===== config.mk =====
export PLATFORM = sky130hd
export DESIGN_NAME = data_mem_arbiter
export DESIGN_NICKNAME = d
export VERILOG_FILES = /design/src/rtl/data_mem_pkg.sv /design/src/rtl/rr_arbiter2.sv /design/src/rtl/data_mem_arbiter.sv
export SDC_FILE = /design/constraint.sdc
export NUM_CORES = 1
export LEC_CHECK = 0
export CAP_MARGIN = 20
export CORE_UTILIZATION = 42
export DETAILED_ROUTE_END_ITERATION = 10
export GPL_TIMING_DRIVEN = 0
export HOLD_SLACK_MARGIN = 0.06
export PLACE_DENSITY = 0.93
export SLEW_MARGIN = 20
export SYNTH_ARGS = -nofsm -noshare
export SYNTH_HDL_FRONTEND = slang
export SYNTH_SLANG_ARGS = --single-unit
export TNS_END_PERCENT = 1

===== constraint.sdc =====
create_clock -name clk -period 4.75 [get_ports clk]
set_input_delay 0.7125 -clock clk [delete_from_list [all_inputs] [get_ports clk]]
set_output_delay 0.7125 -clock clk [all_outputs]
set_load 0.02 [all_outputs]

===== src/rtl/data_mem_pkg.sv =====
// Shared types and defaults for the data memory arbiter slice.
package data_mem_pkg;
    localparam int ADDR_W_DEF = 32;
    localparam int DATA_W_DEF = 32;
    localparam int MEM_AW_DEF = 8;

    localparam logic PORT_FETCH = 1'b0;
    localparam logic PORT_LOAD  = 1'b1;

    typedef enum logic [1:0] {IDLE, ISSUE, RESP} state_t;
endpackage


===== src/rtl/rr_arbiter2.sv =====
// Two-requester round-robin arbiter; last_grant only advances when enabled and a grant is issued.
module rr_arbiter2 (
    input  logic       clk,
    input  logic       reset,
    input  logic       en,
    input  logic       req0,
    input  logic       req1,
    output logic [1:0] grant
);
    logic last_grant;

    // On contention the port that did not win last time takes the grant.
    always_comb begin
        grant = {req1, req0};
        if (req0 && req1)
            grant = last_grant ? 2'b01 : 2'b10;
    end

    always_ff @(posedge clk or posedge reset) begin
        if (reset)
            last_grant <= 1'b1;
        else if (en && |grant)
            last_grant <= grant[1];
    end
endmodule


===== src/rtl/data_mem_arbiter.sv =====
// Two-port round-robin front end for the registered-read data_memory.
// Each access takes IDLE -> ISSUE -> RESP; all outputs are registered.
module data_mem_arbiter
    import data_mem_pkg::*;
#(
    parameter int ADDR_W = ADDR_W_DEF,
    parameter int DATA_W = DATA_W_DEF,
    parameter int MEM_AW = MEM_AW_DEF
) (
    input  logic              clk,
    input  logic              reset,
    input  logic              req0,
    input  logic [ADDR_W-1:0] addr0,
    output logic              gnt0,
    output logic              rvalid0,
    output logic [DATA_W-1:0] rdata0,
    output logic              rerr0,
    input  logic              req1,
    input  logic [ADDR_W-1:0] addr1,
    output logic              gnt1,
    output logic              rvalid1,
    output logic [DATA_W-1:0] rdata1,
    output logic              rerr1,
    output logic              mem_read,
    output logic [ADDR_W-1:0] mem_address,
    input  logic [DATA_W-1:0] mem_read_data
);
    state_t            state, state_nxt;
    logic [1:0]        grant;
    logic              win_id;
    logic              oor;
    logic              arb_win;
    logic [ADDR_W-1:0] addr_sel;
    logic              oor_sel;

    rr_arbiter2 u_arb (
        .clk   (clk),
        .reset (reset),
        .en    (state == IDLE),
        .req0  (req0),
        .req1  (req1),
        .grant (grant)
    );

    assign arb_win  = (state == IDLE) && |grant;
    assign addr_sel = grant[1] ? addr1 : addr0;
    assign oor_sel  = |addr_sel[ADDR_W-1:MEM_AW];

    always_ff @(posedge clk or posedge reset) begin
        if (reset) state <= IDLE;
        else       state <= state_nxt;
    end

    always_comb begin
        state_nxt = state;
        case (state)
            IDLE:    if (|grant) state_nxt = ISSUE;
            ISSUE:   state_nxt = RESP;
            RESP:    state_nxt = IDLE;
            default: state_nxt = IDLE;
        endcase
    end

    // Outputs are computed one state early so every output comes straight from a flop.
    always_ff @(posedge clk or posedge reset) begin
        if (reset) begin
            win_id      <= PORT_FETCH;
            oor         <= 1'b0;
            mem_address <= '0;
            mem_read    <= 1'b0;
            gnt0        <= 1'b0;
            gnt1        <= 1'b0;
            rvalid0     <= 1'b0;
            rvalid1     <= 1'b0;
            rdata0      <= '0;
            rdata1      <= '0;
            rerr0       <= 1'b0;
            rerr1       <= 1'b0;
        end else begin
            gnt0     <= arb_win && grant[0];
            gnt1     <= arb_win && grant[1];
            mem_read <= arb_win && !oor_sel;
            rvalid0  <= (state == RESP) && (win_id == PORT_FETCH);
            rvalid1  <= (state == RESP) && (win_id == PORT_LOAD);
            if (arb_win) begin
                win_id      <= grant[1];
                mem_address <= addr_sel;
                oor         <= oor_sel;
            end
            if (state == RESP) begin
                if (win_id == PORT_FETCH) begin
                    rdata0 <= oor ? '0 : mem_read_data;
                    rerr0  <= oor;
                end else begin
                    rdata1 <= oor ? '0 : mem_read_data;
                    rerr1  <= oor;
                end
            end
        end
    end
endmodule


==> Word level (Yosys, flattened, before mapping) <==
Cells that the tools add are included.
{ "classes": {"eq_ne": 3, "muxes": 6, "bitwise_logic": 1, "reduce_logical": 13} }
{ "ops": {"columns": ["cell", "n"], "rows": [
  ["$mux 32", 2],
  ["$reduce_or 24->1", 1],
  ["$logic_and 1x1->1", 7],
  ["$mux 2", 3],
  ["$pmux 2 s2", 1],
  ["$reduce_and 2->1", 2],
  ["$eq 2x1->1 const B", 1],
  ["$eq 2x2->1 const B", 1],
  ["$logic_not 2->1", 1],
  ["$ne 2x2->1 const B", 1],
  ["$reduce_or 2->1", 1],
  ["$logic_not 1->1", 1],
  ["$not 1->1", 1]
]} }
{ "word_totals": {"register_bits": 108, "in_bits": 100, "out_inout_bits": 103, "elab_cells": 37} }

==> Logic depth before layout (Yosys ltp) <==
{ "depth": {"depth_word": 6, "ltp_mapped": 6, "mapped_depth_nobuf": 5} }

==> Hierarchy <==
A second synthesis with hierarchy kept.
{ "unflattened": {"cells_unflattened": 440, "hier_area_um2": 4539.4} }
{ "modules_own_cells": {"columns": ["mod", "n_inst", "cells_each", "area_each_um2", "seq_area_each_um2"], "rows": [
  ["data_mem_arbiter", 1, 433, 4479.3, 2677.6],
  ["rr_arbiter2", 1, 7, 60.1, 26.3]
]} }

==> Worst setup path before layout <==
No wires, ideal clock.
{ "synth_timing": {"path_type": "in2reg", "start": "input addr0[29]", "end": "register oor", "setup_time_ns": 0.121, "t_arrival_ns": 1.703, "t_required_ns": 4.629, "path_slack_ns": 2.926, "cell_stages": 4, "path_buffers": 0, "path_cell_list": "or4_4 > nor4_2 > a21oi_1 > o22a_1"} }
{ "synth_between": {"elab_chain_len": 2} }
{ "synth_lines": {"columns": ["element", "line", "source"], "rows": [
  ["start, declared", "data_mem_arbiter.sv:13", "input logic [ADDR_W-1:0] addr0,"],
  ["$mux 32", "data_mem_arbiter.sv:46", "assign addr_sel = grant[1] ? addr1 : addr0;"],
  ["$reduce_or 24->1", "data_mem_arbiter.sv:47", "assign oor_sel = |addr_sel[ADDR_W-1:MEM_AW];"],
  ["end signal, assigned", "data_mem_arbiter.sv:88", "oor <= oor_sel;"],
  ["end, declared", "data_mem_arbiter.sv:31", "logic oor;"]
]} }
No other way between the ends.
A chain may end at the register's enable or synchronous reset.

==> Worst setup path after layout <==
{ "layout_timing": {"start": "register rdata1[29]", "end": "output rdata1[29]"} }
{ "layout_lines": {"columns": ["element", "line", "source"], "rows": [
  ["start, declared", "data_mem_arbiter.sv:22", "output logic [DATA_W-1:0] rdata1,"],
  ["start signal, assigned", "data_mem_arbiter.sv:95", "rdata1 <= oor ? '0 : mem_read_data;"]
]} }
No word-level cell between the ends.

==> run_results.csv <==
group,metric,value,unit
placed_design,place_hpwl,9770,um
clock_tree,clk_latency,360,ps
clock_tree,cts-root-buf,"clkbuf_8",
timing,slew_violations,0,
worst_setup_path,crit_family,"buffers and inverters",
floorplan,initial_core_util,0.432,
timing,slew_headroom,0.690,
worst_setup_path,crit_path_start_kind,"flop",
drt,route.detailed.drc,0,
floorplan,rows,37,
grt,first_global_vias,4135,
timing,fin_crit_sh,0.443,
worst_setup_path,arrival,1390,ps
worst_setup_path,crit_type,"flop to output port",
grt,grt_max_degree,71,
timing,whs,476,ps
floorplan,fp.dieW,105,um
cells_and_area,nets,753,
logic_synthesis,yosysWarningCount,0,
worst_setup_path,cp_slowest_cell,"clkdlybuf4s50_1",
timing,tightestPinTransition,465,ps
drt,dr_total_vias,4075,
timing,timing.fmax,476,MHz
outcome,status,"complete, no violations",
drt,totalWireLength,12600,um
drt,via_per_inst,5.13,
timing,rsz0062_at_grt,"false",
timing,fin_skew,9.26,ps
timing,hold_violations,0,
placed_design,port_buffers,202,
clock_tree,cts_inserted_buffers,9,
cells_and_area,area_growth,54.2,%
logic_synthesis,syn_nets,539,
grt,antenna_found_initial,0,
logic_synthesis,synth_cell_type_count,26,
floorplan,dieArea,11000,sq um
run,maxCapViolCount,0,
worst_setup_path,critPathMaxFanout,2,
worst_setup_path,critPathCaptureType,"output port",
grt,grt_pass1_wl,20100,um
logic_synthesis,synth_cells,439,
drt,wl_per_cell,15.8,um
power,power.static_leakage,2.85,nW
logic_synthesis,yosys.area.top_type,"dfrtp_1",
logic_synthesis,ys_top_cells_by_count,"dfrtp_1, nand2_1, o21ai_0, nand2b_1, mux2i_1",
logic_synthesis,async_flop_share,1.00,
clock_tree,postCtsHoldBufs,0,
clock_tree,clock-sinks,108,
clock_tree,cts_buffer_depth,2,
clock_tree,tritoncts,"yes",
drt,drtIter0Drc,172,
logic_synthesis,yosys_register_bits,108,
logic_synthesis,synth_area,4440,sq um
cells_and_area,drive_gt1_frac,0.0486,
timing,setup_violations,0,
cells_and_area,fin_cells,794,
logic_synthesis,synth_most_common_cell,"dfrtp_1",
drt,ant_nets,0,
worst_setup_path,cp_data_required_time,4040,ps
grt,overflow,0,
logic_synthesis,postSynthAreaPerCell,10.1,sq um
timing,finalCriticalPeriod,2100,ps
cells_and_area,n_antenna_cell,0,
power,pwr_density_cell,480,nW/um^2
floorplan,core_area,10300,sq um
min_path,hold_class,"flop to flop",
logic_synthesis,synth_top_area_share,0.603,
floorplan,pin_count,203,
placed_design,dp.cells,778,
worst_setup_path,slowest_delay,630,ps
clock_tree,path_clk_slew,100,ps
power,vdd_ir_drop_max,0.283,mV
cells_and_area,nFillCells,760,
logic_synthesis,synth_edf_count,0,
drt,drtPass1Iterations,4,
logic_synthesis,ys.flop_type,"dfrtp_1",
logic_synthesis,synthTopCellsByArea,"dfrtp_1, o21ai_0, nand2_1, mux2i_1, nand2b_1",
logic_synthesis,synth_seq_area_share,0.609,
placed_design,gp_congestion,0.864,
grt,grt_usage,0.233,
clock_tree,ctsHtreeMaxLevel,3,
worst_setup_path,cp_num_buf_inv,1,
timing,tns,0,ps
clock_tree,ctsResizeCount,0,
floorplan,die_h,105,um
clock_tree,post_cts_buffers,0,
worst_setup_path,cp_cell_sequence,"clkdlybuf4s50_1",
-- per-stage QoR --
step | cell area (sq um) | power (mW) | util | setup slack (ps)
5_1_grt | 6850 | 3.48 | 0.667 | 2540
6_report | 6850 | 3.29 | 0.667 | 2650
4_1_cts | 6850 | 3.32 | 0.667 | 2640
2_1_floorplan | 4440 | 2.04 | - | 1190
3_5_place_dp | 6670 | 2.80 | 0.649 | 2330
3_3_place_gp | 6640 | 2.75 | 0.646 | -143
-- metal layers --
metal  routed length, um  global-route usage
met5                   0                   0
met4                 155              0.0936
met1                5220               0.279
met2                6360               0.413
met3                 843              0.0430
-- cells by family (layout without fill, tap and decap cells) --
logic type	after synthesis	count (layout)	share of synthesized area
buffers and inverters	32	251	0.0313
AOI/OAI and AO/OA	104	104	0.119
DFF	108	108	0.609
and+or+nand+nor	163	163	0.169
muxes	32	32	0.0721
-- cell usage in the layout (no fill, tap or decap), types with 2 or more instances in the layout --
master | netlist | layout
buf_2 | 9 | 9
buf_4 | 2 | 2
clkdlybuf4s50_1 | 0 | 202
inv_6 | 0 | 2
clkbuf_8 | 0 | 10
nor3_1 | 3 | 3
mux2i_1 | 32 | 32
nand2b_1 | 33 | 33
nor4_1 | 8 | 8
nor2_1 | 5 | 5
clkbuf_1 | 17 | 17
nand2_1 | 106 | 106
dfrtp_1 | 107 | 107
clkinvlp_4 | 0 | 4
o21ai_0 | 98 | 98
inv_1 | 4 | 3
a21oi_1 | 2 | 2
-- flip-flops by register name (all words and copies together), names as in the netlist --
name,cells
mem_address,32
rdata0,32
rdata1,32
state,2
gnt0,1
gnt1,1
mem_read,1
oor,1
rerr0,1
rerr1,1
rvalid0,1
rvalid1,1
u_arb.last_grant,1
win_id,1
-- area by class of cell --
| cell class | count | area, sq um | share of cell area |
|---|---|---|---|
| tap | 136 | 170 | 0.0248 |
| inverter | 4 | 20.0 | 0.00292 |
| multi-input combinational | 299 | 1600 | 0.234 |
| buffer | 28 | 124 | 0.0181 |
| clock inverter | 6 | 47.5 | 0.00694 |
| timing repair buffer | 203 | 2050 | 0.299 |
| clock buffer | 10 | 138 | 0.0201 |
| sequential | 108 | 2700 | 0.395 |
-- where the power goes --
part	leakage (nW)	internal [mW]	switching (mW)
sequential	1.43	1.18	0.148
clock	0.0811	0.208	0.308
combinational	1.34	0.639	0.811
total	2.85	2.02	1.27
-- final timing paths --
kind / startpoint / slack, ps / depth (start not counted) / endpoint
worst max-delay path: rdata1[29] / 2650 / 1 / rdata1[29]
worst min-delay path: state[1] / 480 / 1 / state[1]
worst max register to register: state[0] / 3090 / 4 / rdata1[4]
worst min register to register: state[1] / 480 / 1 / state[1]
max in group asynchronous: reset / 3390 / 3 / rdata0[3]
min in group asynchronous: reset / 720 / 2 / mem_address[2]
No activity file was read; power rests on OpenSTA's default activity.
